[config.mk]
export PLATFORM = sky130hd
export DESIGN_NAME = uart_rx_8n1
export DESIGN_NICKNAME = d
export VERILOG_FILES = /design/src/rtl/uart_pkg.sv /design/src/rtl/uart_rx_sync.sv /design/src/rtl/uart_rx_8n1.sv
export SDC_FILE = /design/constraint.sdc
export NUM_CORES = 1
export LEC_CHECK = 0
export CORE_ASPECT_RATIO = 0.6
export CORE_UTILIZATION = 57
export DETAILED_ROUTE_END_ITERATION = 8
export PLACE_DENSITY_LB_ADDON = 0.08
export REMOVE_ABC_BUFFERS = 1
export SYNTH_ARGS = -nofsm -noshare
export SYNTH_HDL_FRONTEND = slang
export SYNTH_SLANG_ARGS = --single-unit
export TNS_END_PERCENT = 50
[constraint.sdc]
create_clock -name clk -period 5.5 [get_ports clk]
set_input_delay 1.1 -clock clk [delete_from_list [all_inputs] [get_ports clk]]
set_output_delay 1.1 -clock clk [all_outputs]
set_load 0.02 [all_outputs]
[src/rtl/uart_pkg.sv]
// Shared definitions for the 8N1 UART: receiver states, baud-rate constants
// and the ASCII digit range used by the console traffic.
package uart_pkg;

  localparam int CLK_HZ               = 12_000_000;
  localparam int BAUD                 = 9600;
  localparam int DEFAULT_CLKS_PER_BIT = CLK_HZ / BAUD;

  localparam logic [7:0] ASCII_0 = 8'd48;
  localparam logic [7:0] ASCII_9 = 8'd57;

  typedef enum logic [2:0] {
    WAIT_HIGH,
    IDLE,
    START,
    DATA,
    STOP
  } rxState_e;

endpackage

[src/rtl/uart_rx_sync.sv]
// Two-flop synchronizer for an asynchronous, idle-high input line.
// Both flops reset to 1 so an idle line never looks like a start edge.
module uart_rx_sync
  import uart_pkg::*;
(
  input  logic clk,
  input  logic rst_n,
  input  logic async_i,
  output logic sync_o
);

  logic meta_q;
  logic sync_q;

  always_ff @(posedge clk or negedge rst_n) begin
    if (!rst_n) begin
      meta_q <= 1'b1;
      sync_q <= 1'b1;
    end else begin
      meta_q <= async_i;
      sync_q <= meta_q;
    end
  end

  assign sync_o = sync_q;

endmodule

[src/rtl/uart_rx_8n1.sv]
// 8N1 UART receiver: mid-bit sampling from a single system clock, one-cycle
// valid / framing-error pulses and a held copy of the last good byte.
module uart_rx_8n1
  import uart_pkg::*;
#(
  parameter int CLKS_PER_BIT = DEFAULT_CLKS_PER_BIT,
  parameter int HALF_BIT     = CLKS_PER_BIT / 2
) (
  input  logic       clk,
  input  logic       rst_n,
  input  logic       rx,
  output logic [7:0] rx_data,
  output logic       rx_valid,
  output logic       rx_frame_err,
  output logic       rx_busy
);

  localparam int             CNT_W     = $clog2(CLKS_PER_BIT);
  localparam logic [CNT_W-1:0] BIT_LAST  = CNT_W'(CLKS_PER_BIT - 1);
  localparam logic [CNT_W-1:0] HALF_LAST = CNT_W'(HALF_BIT - 1);
  localparam logic [CNT_W-1:0] FLUSH_CNT = CNT_W'(2);

  rxState_e         state_q;
  logic [CNT_W-1:0] cnt_q;
  logic [2:0]       bitIdx_q;
  logic [7:0]       shift_q;
  logic [7:0]       shift_d;
  logic [7:0]       data_q;
  logic             valid_q;
  logic             frameErr_q;
  logic             busy_q;
  logic             rx_s;

  uart_rx_sync u_sync (
    .clk    (clk),
    .rst_n  (rst_n),
    .async_i(rx),
    .sync_o (rx_s)
  );

  assign shift_d = {rx_s, shift_q[7:1]};

  // WAIT_HIGH first lets the synchronizer flush its reset value of 1, so a line
  // held low across reset or after a broken frame is never taken as idle.
  always_ff @(posedge clk or negedge rst_n) begin
    if (!rst_n) begin
      state_q    <= WAIT_HIGH;
      cnt_q      <= '0;
      bitIdx_q   <= '0;
      shift_q    <= '0;
      data_q     <= '0;
      valid_q    <= 1'b0;
      frameErr_q <= 1'b0;
      busy_q     <= 1'b0;
    end else begin
      valid_q    <= 1'b0;
      frameErr_q <= 1'b0;
      busy_q     <= (state_q == START) || (state_q == DATA) || (state_q == STOP);
      unique case (state_q)
        WAIT_HIGH: begin
          if (cnt_q != FLUSH_CNT) begin
            cnt_q <= cnt_q + 1'b1;
          end else if (rx_s) begin
            cnt_q   <= '0;
            state_q <= IDLE;
          end
        end
        IDLE: begin
          if (!rx_s) begin
            cnt_q   <= '0;
            state_q <= START;
          end
        end
        START: begin
          if (cnt_q == HALF_LAST) begin
            cnt_q <= '0;
            if (!rx_s) begin
              bitIdx_q <= '0;
              state_q  <= DATA;
            end else begin
              state_q <= IDLE;
            end
          end else begin
            cnt_q <= cnt_q + 1'b1;
          end
        end
        DATA: begin
          if (cnt_q == BIT_LAST) begin
            cnt_q    <= '0;
            shift_q  <= shift_d;
            bitIdx_q <= bitIdx_q + 3'd1;
            if (bitIdx_q == 3'd7) begin
              state_q <= STOP;
            end
          end else begin
            cnt_q <= cnt_q + 1'b1;
          end
        end
        STOP: begin
          if (cnt_q == BIT_LAST) begin
            cnt_q <= '0;
            if (rx_s) begin
              data_q  <= shift_q;
              valid_q <= 1'b1;
              state_q <= IDLE;
            end else begin
              frameErr_q <= 1'b1;
              state_q    <= WAIT_HIGH;
            end
          end else begin
            cnt_q <= cnt_q + 1'b1;
          end
        end
        default: state_q <= WAIT_HIGH;
      endcase
    end
  end

  assign rx_data      = data_q;
  assign rx_valid     = valid_q;
  assign rx_frame_err = frameErr_q;
  assign rx_busy      = busy_q;

endmodule

==> results_dict.tcl <==
set metrics [dict create \
    synthArstFlopShare 1.00 \
    worstHoldPathType "reg2reg" \
    worstMarginPinSlew_ns 0.839 \
    max_freq_mhz 422 \
    power.density_nw_per_um2 354 \
    rows 16 \
    cts_buffers 5 \
    end_kind "primary output" \
    grt_setup_unrepaired "false" \
    dpl.hpwl_um 3020 \
    cts.sinks 38 \
    finalNonFillerCells 247 \
    synth.top_cell.area_share 0.434 \
    synth_area_leader_cell "dfrtp_1" \
    cts_resized 0 \
    root_buffer "clkbuf_8" \
    grt_pass1_wl_um 7370 \
    finalNetCount 210 \
    initial_core_util 0.618 \
    grt_overflow_total 0 \
    synthCells 194 \
    r2r_cells 7 \
    fin_crit_sh 0.431 \
    finalCriticalPeriod_ns 2.37 \
    die_width_um 79.9 \
    cts_tree "done" \
    post-place-cells 239 \
    cp-endpoint "rx_data[1]" \
    yosysWarnings 0 \
    p_total_w 0.000803 \
    syn_area_um2 2080 \
    worst_ep_arrival_time_ns 1.27 \
    hold_buffers 0 \
    p_leak_nw 1.01 \
    synth_most_common_cell "dfrtp_1" \
    maxSlewViolCount 0 \
    finalHoldViolCount 0 \
    cp-startpoint "rx_data[1]$_DFFE_PN0P_" \
    fill_cells 252 \
    h-tree-depth 2 \
    grt_max_degree 39 \
    syn_to_final_growth_pct 9.16 \
    cp_max_fo 2 \
    avgRoutedWirePerCell_um 17.4 \
    synth_enable_flop_cells 0 \
    cp-start-kind "register" \
    pin_count 14 \
    crit_slowest_cell "clkdlybuf4s50_1" \
    grt.total_usage 0.252 \
    portBuffers 13 \
    die_h_um 48.8 \
    antenna_left 0 \
    maxCapViolCount 0 \
    setup_violations 0 \
    crit_type "reg2out" \
    antenna_found_initial 0 \
    worst-path-stages 1 \
    avgSynthCellArea_um2 10.7 \
    vias 1596 \
    yosysSeqAreaShare 0.459 \
    synth-seq-cells 38 \
    slowest_delay_ns 0.62 \
    reg2reg_slack_ns 3.28 \
    ctsLongestPathBuffers 2 \
    viasPerCell 6.46 \
    worstReg2RegEnd "shift_q[0]$_DFFE_PN0P_" \
    drive_above_1_share 0.149 \
    synth_top_flop_cell "dfrtp_1" \
    peakVddDrop_mv 0.196 \
    drc_errors 0 \
    dieArea_um2 3900 \
    insertion_delay_ns 0.29 \
    path_cells "clkdlybuf4s50_1" \
    slew_headroom 0.440 \
    tns_ns 0 \
    path_clk_slew_ns 0.08 \
    first_pass_iters 5 \
    drt_iter0_drc 189 \
    critPathTopFamily "buffers and inverters" \
    core_area_um2 3360 \
    routabilityCongestion 0.890 \
    critPathBufInv 1 \
    routed_wl_um 4300 \
    grt_pass1_vias 1505 \
    outcome "completed" \
    synth.distinct_cells 54 \
    critical_path_required_ns 4.40 \
    rr_startpoint "cnt_q[1]$_DFFE_PN0P_" \
    antenna_cells 0 \
    synthTopCellsByArea "dfrtp_1 43%, mux2_2 5.4%, mux2_1 3.8%, ha_1 3.6%, nand4_1 3.6%" \
    synth.top_cells.by_count "36 x dfrtp_1, 17 x nand2_1, 12 x nand4_1" \
    post_cts_buffers 0 \
    skew_ns 0.00381 \
]
[cells by family (layout without fill, tap and decap cells)]
| kind of cell | after synthesis | after routing | share of synthesized area |
|---|---|---|---|
| xor+xnor | 2 | 2 | 0.00844 |
| flops | 38 | 38 | 0.459 |
| buf+inv | 19 | 27 | 0.0524 |
| mux | 18 | 18 | 0.0970 |
| fa+ha+maj | 6 | 6 | 0.0361 |
| compound gates | 36 | 36 | 0.131 |
| simple gates | 75 | 75 | 0.216 |
[power breakdown]
part / total (W) / switching (W) / leakage [nW] / internal, W
registers: 0.000371 / 0.0000629 / 0.505 / 0.000308
logic: 0.000229 / 0.000136 / 0.460 / 0.0000932
clock network: 0.000202 / 0.000101 / 0.0472 / 0.000101
[worst min path at each step]
stage	cells past startpoint	start	slack, ns	end
2_1_floorplan	0	u_sync.meta_q$_DFF_PN1_	0.35	u_sync.sync_o$_DFF_PN1_
3_3_place_gp	0	u_sync.meta_q$_DFF_PN1_	0.35	u_sync.sync_o$_DFF_PN1_
3_5_place_dp	0	u_sync.meta_q$_DFF_PN1_	0.35	u_sync.sync_o$_DFF_PN1_
4_1_cts	0	u_sync.meta_q$_DFF_PN1_	0.37	u_sync.sync_o$_DFF_PN1_
5_1_grt	0	u_sync.meta_q$_DFF_PN1_	0.37	u_sync.sync_o$_DFF_PN1_
6_report	0	u_sync.meta_q$_DFF_PN1_	0.36	u_sync.sync_o$_DFF_PN1_
[placed cells by master, fill, tap and decap left out, types with 3 or more instances in the layout]
cell type	count
mux2_2	10
nand4_1	12
a41oi_1	4
a21oi_1	5
dfrtp_1	36
nand2_1	17
clkbuf_8	6
mux2_1	7
o21ai_0	5
a31oi_1	5
clkdlybuf4s50_1	12
nor2b_1	3
nor2_1	11
inv_1	6
ha_1	6
nand3_1	10
nand2b_1	3
[per-stage QoR]
| stage | utilization | worst slack, ns | hold WS (ns) | instance area, um^2 |
|---|---|---|---|---|
| 6_report | 0.674 | 3.13 | 0.365 | 2270 |
| 5_1_grt | 0.674 | 3.09 | 0.372 | 2270 |
| 4_1_cts | 0.674 | 3.12 | 0.367 | 2270 |
| 3_5_place_dp | 0.646 | 3.30 | 0.354 | 2170 |
| 3_3_place_gp | 0.646 | 3.42 | 0.346 | 2170 |
| 2_1_floorplan | - | 3.57 | 0.345 | 1990 |
[sequential cells by signal (all words and copies together), names as in the netlist]
signal         flops
u_sync.sync_o      1
rx_frame_err       1
rx_busy            1
bitIdx_q           3
u_sync.meta_q      1
rx_valid           1
cnt_q             11
state_q            3
shift_q            8
rx_data            8
[area by class of cell]
cell class | count | area, um^2 | share of cell area
clock buffers | 6 | 82.6 | 0.0364
repair buffers | 13 | 125 | 0.0552
multi-input cells | 137 | 1010 | 0.448
well taps | 45 | 56.3 | 0.0248
inverters | 6 | 22.5 | 0.00993
flip-flops and latches | 38 | 953 | 0.421
clock inverters | 2 | 12.5 | 0.00552
[routing by layer]
layer | GRT usage | wire length [um]
met5 | 0 | 0
met4 | 0.0625 | 28
met3 | 0.0736 | 471
met2 | 0.340 | 1830
met1 | 0.394 | 1970
Power figures use the tool's default switching activity.
